--- src/rtl/memory_access_stage.sv ---
// Memory-access pipeline stage: issues data-memory requests for loads and
// stores, stalls the pipeline until the response arrives, flags misaligned
// accesses and holds the MEM/WB pipeline register.
//
// Request handshake: dmem_req_valid, dmem_we, dmem_addr and dmem_wdata are
// held stable from the first cycle valid is high until the cycle
// dmem_req_ready is also high, and the transfer happens on that rising edge.
// After acceptance the stage waits for exactly one dmem_rsp_valid pulse.
// dmem_rsp_valid is ignored at any other time.
module memory_access_stage (
   input  logic        clk,
   input  logic        rst,
   input  logic        regwriteM,
   input  logic        memwriteM,
   input  logic        isloadM,
   input  logic        memreadM,
   input  logic [4:0]  rdM,
   input  logic [31:0] aluresultM,
   input  logic [31:0] writedataM,
   input  logic [31:0] pcplus4M,
   output logic        dmem_req_valid,
   input  logic        dmem_req_ready,
   output logic        dmem_we,
   output logic [31:0] dmem_addr,
   output logic [31:0] dmem_wdata,
   input  logic        dmem_rsp_valid,
   input  logic [31:0] dmem_rdata,
   output logic        stall_o,
   output logic        misalign_o,
   output logic        regwriteW,
   output logic        isloadW,
   output logic [4:0]  rdW,
   output logic [31:0] aluresultW,
   output logic [31:0] readdataW,
   output logic [31:0] pcplus4W,
   output logic [31:0] resultW,
   output logic [1:0]  stateDbg
);

   typedef enum logic [1:0] {
      IDLE = 2'd0,
      REQ  = 2'd1,
      WAIT = 2'd2
   } state_t;

   state_t state;
   state_t stateNext;

   logic memOp;
   logic misaligned;
   logic rspDone;

   assign memOp      = memreadM | memwriteM;
   assign misaligned = memOp & (aluresultM[1:0] != 2'b00);
   assign rspDone    = (state == WAIT) & dmem_rsp_valid;

   // A write wins over a read when both control bits are set.
   assign dmem_we    = memwriteM;
   assign dmem_addr  = aluresultM;
   assign dmem_wdata = writedataM;
   assign stateDbg   = state;

   // State register; reset abandons any access in flight.
   always_ff @(posedge clk) begin
      if (rst) begin
         state <= IDLE;
      end else begin
         state <= stateNext;
      end
   end

   // Next-state logic: issue from IDLE, hold in REQ until accepted, wait for the response.
   always_comb begin
      stateNext = state;
      case (state)
         IDLE: begin
            if (memOp && !misaligned) begin
               stateNext = dmem_req_ready ? WAIT : REQ;
            end
         end
         REQ: begin
            if (dmem_req_ready) begin
               stateNext = WAIT;
            end
         end
         WAIT: begin
            if (dmem_rsp_valid) begin
               stateNext = IDLE;
            end
         end
         default: stateNext = IDLE;
      endcase
   end

   // Output logic: request valid, stall and misalign flag, all forced low during reset.
   always_comb begin
      dmem_req_valid = 1'b0;
      stall_o        = 1'b0;
      misalign_o     = 1'b0;
      if (!rst) begin
         case (state)
            IDLE: begin
               dmem_req_valid = memOp & ~misaligned;
               stall_o        = memOp & ~misaligned;
               misalign_o     = misaligned;
            end
            REQ: begin
               dmem_req_valid = 1'b1;
               stall_o        = 1'b1;
            end
            WAIT: begin
               // The response cycle releases the stall so the instruction retires on this edge.
               stall_o = ~dmem_rsp_valid;
            end
            default: begin
               dmem_req_valid = 1'b0;
            end
         endcase
      end
   end

   // MEM/WB register: bubble while stalled, otherwise load the instruction (write-back suppressed if misaligned).
   always_ff @(posedge clk) begin
      if (rst) begin
         regwriteW  <= 1'b0;
         isloadW    <= 1'b0;
         rdW        <= 5'd0;
         aluresultW <= 32'd0;
         readdataW  <= 32'd0;
         pcplus4W   <= 32'd0;
      end else if (stall_o) begin
         regwriteW <= 1'b0;
         isloadW   <= 1'b0;
         rdW       <= 5'd0;
      end else begin
         regwriteW  <= regwriteM & ~misaligned;
         isloadW    <= isloadM;
         rdW        <= rdM;
         aluresultW <= aluresultM;
         pcplus4W   <= pcplus4M;
         readdataW  <= (rspDone && !memwriteM) ? dmem_rdata : 32'd0;
      end
   end

   // Write-back result selection.
   assign resultW = isloadW ? readdataW : aluresultW;

endmodule

--- config.mk ---
export PLATFORM = sky130hd
export DESIGN_NAME = memory_access_stage
export DESIGN_NICKNAME = d
export VERILOG_FILES = /design/src/rtl/memory_access_stage.sv
export SDC_FILE = /design/constraint.sdc
export NUM_CORES = 1
export LEC_CHECK = 0
export BUFFER_PORTS_ARGS = -buffer_cell sky130_fd_sc_hd__buf_2
export CAP_MARGIN = 5
export CORE_MARGIN = 2
export CORE_UTILIZATION = 28
export DETAILED_ROUTE_END_ITERATION = 10
export PLACE_DENSITY_LB_ADDON = 0.3
export SYNTH_ARGS = -nofsm -noshare
export SYNTH_HDL_FRONTEND = slang
export SYNTH_SLANG_ARGS = --single-unit
--- constraint.sdc ---
create_clock -name clk -period 6.1 [get_ports clk]
set_input_delay 1.83 -clock clk [delete_from_list [all_inputs] [get_ports clk]]
set_output_delay 1.83 -clock clk [all_outputs]
set_load 0.01 [all_outputs]
==> impl_metrics.tcl, run 1 <==
set metrics [dict create \
    outcome "finished clean" \
    wl_per_cell_um 17.7 \
    postCtsSetupBuffers 0 \
    placed_area_um2 7000 \
    rows 53 \
    yosysMostFrequentCell "dfxtp_1" \
    vdd_drop_max_v 0.000112 \
    cts_buffers 9 \
    maxSlewHeadroom_pct 25.8 \
    first_iter_violations 368 \
    synth_common_cells "105 x dfxtp_1, 87 x mux2_2, 68 x buf_4" \
    hold_path_startpoint "aluresultW[28]$_SDFFE_PP0N_" \
    die_width_um 149 \
    fmax_mhz 207 \
    synth_nets 749 \
    rr_startpoint "stateDbg[1]$_SDFFE_PP0P_" \
    async_flop_share_pct 0 \
    cts_resized 0 \
    cp-end-kind "output pin" \
    ios 346 \
    fin_hold_ws_ps 486 \
    synth_top_cell_by_area "dfxtp_1" \
    htree_levels 3 \
    synth-edff-count 0 \
    syn_inst 608 \
    antenna_left 0 \
    antenna_found_initial 0 \
    syn_to_final_growth_pct 23.4 \
    register_area_um2 2100 \
    drt-total-wl_um 18900 \
    n_fill_cell 2193 \
    multi_input_area_um2 3040 \
    synth.yosys.seq_area_share_pct 35.5 \
    postCtsHoldBufs 0 \
    power.leakage_nw 3.26 \
    skew_ps 11.5 \
    ys_ff_latch 105 \
    dieHeight_um 149 \
    setup_viol 0 \
    grt_setup_unrepaired "no" \
    worstSkewPairLatency_ps 350 \
    grt_max_degree 73 \
    dp_hpwl_um 12800 \
    grt_use_total_pct 15.8 \
    synthFlopType "dfxtp_1" \
    cts_tree "yes" \
    portBuffers 281 \
    cts_root_buf "clkbuf_16" \
    synth_area_leaders "dfxtp_1 36%, mux2_2 17%, buf_4 8.6%" \
    vias 5595 \
    fin_nets 927 \
    grt_pass1_vias 5122 \
    pwr_density_cell_nw_per_um2 238 \
    syn_area_um2 5910 \
    finalSetupTns_ps 0 \
    worstHoldPathType "flop to flop" \
    grt_overflow 0 \
    min_to "aluresultW[28]$_SDFFE_PP0N_" \
    maxCapViolCount 0 \
    start_util_pct 28.3 \
    cts_sinks 105 \
    r2r_setup_slack_ps 3600 \
    drive_gt1_share_pct 52.5 \
    r2r_end "pcplus4W[14]$_SDFFE_PP0N_" \
    worstMarginPinSlew_ps 1110 \
    synth-warning-count 0 \
    diodes 0 \
    gp_congestion 0.721 \
    core_area_um2 20900 \
    clk_pin_slew_ps 80 \
    fin_crit_ps 4840 \
    hold_depth 2 \
    routed_via_density 5.25 \
    drt_pass1_iterations 5 \
    reg2reg_depth 4 \
    cp.required_ps 4270 \
    setup.worst_path.class "primary input to output pin" \
    post-route-period-util_pct 79.3 \
    grt_first_pass_wirelength_um 28200 \
    fin_area_um2 7300 \
    synth_top_area_share_pct 35.5 \
    cts_buffer_depth 2 \
    die_area_um2 22300 \
    crit_path_start_kind "primary input" \
    synthDistinctLibCells 36 \
    cp_max_fo 16 \
    syn_area_per_cell_um2 9.73 \
    crit_arrival_ps 3010 \
    final-hold-violation-count 0 \
    drv_slew 0 \
    drc_errors 0 \
]
[report_power, final]
group	total, mW	leakage [nW]	switching (mW)	internal [mW]
clock	0.586	0.144	0.287	0.298
combinational	0.382	2.25	0.197	0.185
sequential	0.766	0.864	0.0392	0.726
[through the flow]
step / cells / setup WS, ps / util, % / power, mW
after floorplan: 608 / 1540 / - / 1.05
after global placement: 1050 / 1280 / 33.5 / 1.16
after detailed placement: 1050 / 1260 / 33.5 / 1.17
after CTS: 1066 / 1260 / 34.9 / 1.77
after global routing: 1066 / 1160 / 34.9 / 1.83
final: 1066 / 1260 / 34.9 / 1.73
[final cells by class]
| class | count | share of cell area (%) |
|---|---|---|
| clock buffers | 10 | 3.28 |
| clock inverters | 6 | 0.772 |
| inverters | 1 | 0.0514 |
| multi-input cells | 374 | 41.6 |
| flip-flops and latches | 105 | 28.8 |
| well taps | 275 | 4.72 |
| repair buffers | 295 | 20.7 |
[cells in the final DEF (no fill, tap or decap), types with 2 or more instances in the layout]
cell type	Yosys	final
buf_2	13	281
dfxtp_1	105	103
mux2_2	87	87
a21oi_1	44	44
nor3b_1	35	35
a222oi_1	35	35
o22ai_1	35	35
a22o_1	34	34
o21ai_0	32	32
a32oi_1	20	20
buf_4	68	14
o21ai_1	9	9
clkbuf_16	0	9
nand3_1	7	7
a21bo_2	7	7
and2_1	6	6
nor2_1	4	3
nor2_2	2	2
nor4_1	2	2
nand2_1	2	2
inv_8	0	2
inv_6	0	2
dfxtp_2	0	2
[worst max-delay path by stage]
stage	endpoint	depth (start not counted)	startpoint
finish	stall_o	5	aluresultM[0]
global route	stall_o	4	rst
CTS	stall_o	4	rst
detailed placement	stall_o	4	rst
global placement	stall_o	5	aluresultM[0]
floorplan	stall_o	5	dmem_rsp_valid
[worst max-delay path, stage by stage]
cell     delay [ps]
buf_2           130
or2_1           300
o21ai_4         370
and3_1          240
buf_2           150
[registers in the layout, summed over array words and instances (netlist names)]
name	cells
stateDbg	2
rdW	5
readdataW	32
pcplus4W	32
regwriteW	1
aluresultW	32
isloadW	1
[cell families (layout without fill, tap and decap cells)]
| family | after synthesis | in the layout | share of synthesized area [%] |
|---|---|---|---|
| flip-flops | 105 | 105 | 35.5 |
| AND/OR/NAND/NOR | 65 | 65 | 7.30 |
| buffers and inverters | 129 | 312 | 13.6 |
| AO/OA/AOI/OAI | 222 | 222 | 27.0 |
| multiplexers | 87 | 87 | 16.6 |
[layer usage]
layer / share of wire (%) / vias up / GRT usage (%) / wire, um
li1: - / 2674 / - / -
met5: 0 / - / 0 / 0
met4: 0.93 / 0 / 3.29 / 176
met3: 6.9 / 16 / 3.76 / 1300
met2: 49 / 221 / 27.1 / 9180
met1: 44 / 2684 / 20.2 / 8220
(Power assumes the default switching activity.)
==> inputs of run 2 (changes only) <==
Clock period 6.1 ns to 4.4 ns, I/O delays scaled along.
==> run 2 against run 1 <==
  * Via count down 0.80%
  * Largest cell class unchanged
  * Count of clock-buffer cells in the layout unchanged
  * Sequential share of layout area down 0.094 points
  * Clock power up 41%
  * Critical endpoint is now dmem_req_valid
  * Power up 39%
==> impl_metrics.tcl, run 2 (synthesized netlist as in run 1, its figures left out) <==
set metrics [dict create \
    drv_slew 0 \
    grt_max_degree 73 \
    skew_ps 13.6 \
    crit_arrival_ps 2260 \
    worstMarginPinSlew_ps 780 \
    fin_util_pct 35.0 \
    finalSetupTns_ps 0 \
    post-route-period-util_pct 81.4 \
    die_area_um2 22300 \
    worstSkewPairLatency_ps 360 \
    final-hold-violation-count 0 \
    portBuffers 281 \
    drive_gt1_share_pct 52.6 \
    start_util_pct 28.3 \
    fin_crit_ps 3580 \
    ios 346 \
    antenna_left 0 \
    path_cells "buf_2 -> nor2_1 -> a21oi_1 -> nor3_1 -> buf_2" \
    cts_buffers 9 \
    cts_resized 0 \
    first_iter_violations 270 \
    vias 5550 \
    layout_commonest_cell "buf_2" \
    cts_tree "yes" \
    crit_path_start_kind "primary input" \
    outcome "finished clean" \
    fin_ws_ps 820 \
    crit_buf_inv 2 \
    drc_errors 0 \
    setup.worst_path.class "primary input to output pin" \
    dp_hpwl_um 12600 \
    power.leakage_nw 3.27 \
    die_width_um 149 \
    postCtsHoldBufs 0 \
    reg_top3 "aluresultW: 32 flops, pcplus4W: 32 flops, readdataW: 32 flops" \
    drt-total-wl_um 18800 \
    cp_max_fo 4 \
    critPathMaxStageDelay_ps 320 \
    cp.required_ps 3080 \
    fin_nets 930 \
    final_cells 1069 \
    antenna_found_initial 0 \
    cts_sinks 105 \
    grt_use_total_pct 15.9 \
    htree_levels 3 \
    dieHeight_um 149 \
    fmax_mhz 279 \
    gp_congestion 0.725 \
    diodes 0 \
    vdd_drop_max_v 0.000194 \
    cpMaxStageDelayCell "nor2_1" \
    pre_cts_ws_ps 830 \
    rows 53 \
    worstHoldPathType "flop to flop" \
    dp.cells 1053 \
    postCtsSetupBuffers 0 \
    cpMostUsedCell "buf_2" \
    cts_root_buf "clkbuf_16" \
    maxSlewHeadroom_pct 48.0 \
    setup_viol 0 \
    cts_buffer_depth 2 \
    grt_first_pass_wirelength_um 28200 \
    final_cell_mix "281 x buf_2, 103 x dfxtp_1, 87 x mux2_2" \
    cp-end-kind "output pin" \
    maxCapViolCount 0 \
    grt_overflow 0 \
    core_area_um2 20900 \
    drt_pass1_iterations 8 \
    clk_pin_slew_ps 80 \
    cpLargestDelayFamily "simple AND/OR/NAND/NOR gates" \
    grt_pass1_vias 5022 \
    grt_setup_unrepaired "no" \
    routed_via_density 5.19 \
    wl_per_cell_um 17.6 \
    syn_to_final_growth_pct 23.8 \
    pwr_density_cell_nw_per_um2 330 \
]
==> run 2: worst reg2reg max path, delay by kind of cell, from the launching register on <==
kind                   cells  cell delay, ps
buffers and inverters      2             880
AND/OR/NAND/NOR            1              70
flip-flops                 1             430
AO/OA/AOI/OAI              2             680
==> run 2: per-stage QoR <==
step	hold WS [ps]	area, um^2	power [mW]
final	479	7320	2.42
after CTS	481	7320	2.46
after global routing	513	7320	2.55
after global placement	474	7020	1.61
after detailed placement	469	7020	1.62
after floorplan	498	5910	1.45
==> run 2: worst paths after layout <==
check                         startpoint                     endpoint  slack, ps  depth (start not counted)
max                        aluresultM[0]               dmem_req_valid        820                          5
min          aluresultW[24]$_SDFFE_PP0N_  aluresultW[24]$_SDFFE_PP0N_        480                          2
max reg2reg     stateDbg[0]$_SDFFE_PP0P_   aluresultW[0]$_SDFFE_PP0N_       2280                          5
min reg2reg  aluresultW[24]$_SDFFE_PP0N_  aluresultW[24]$_SDFFE_PP0N_        480                          2
==> run 2: cell type report <==
type	instances	area [um^2]
Clock buffer	10	239
Clock inverter	6	57.6
Fill cell	2206	13600
Inverter	1	3.75
Multi-Input combinational cell	374	3040
Sequential cell	105	2100
Tap cell	275	344
Timing Repair Buffer	298	1530
==> run 2: power breakdown <==
part / total, mW / internal [mW] / leakage (nW) / switching [mW]
registers: 1.06 / 1.01 / 0.864 / 0.0526
logic: 0.533 / 0.258 / 2.26 / 0.275
clock network: 0.825 / 0.414 / 0.147 / 0.411
total: 2.42 / 1.68 / 3.27 / 0.738
==> run 2: routing by layer <==
metal,vias to the layer above,share of wire [%],global-route usage (%)
met3,18,6.6,3.91
met2,197,49,27.2
met1,2663,44,20.3
met5,-,0,0
li1,2672,-,-
met4,0,0.99,3.48
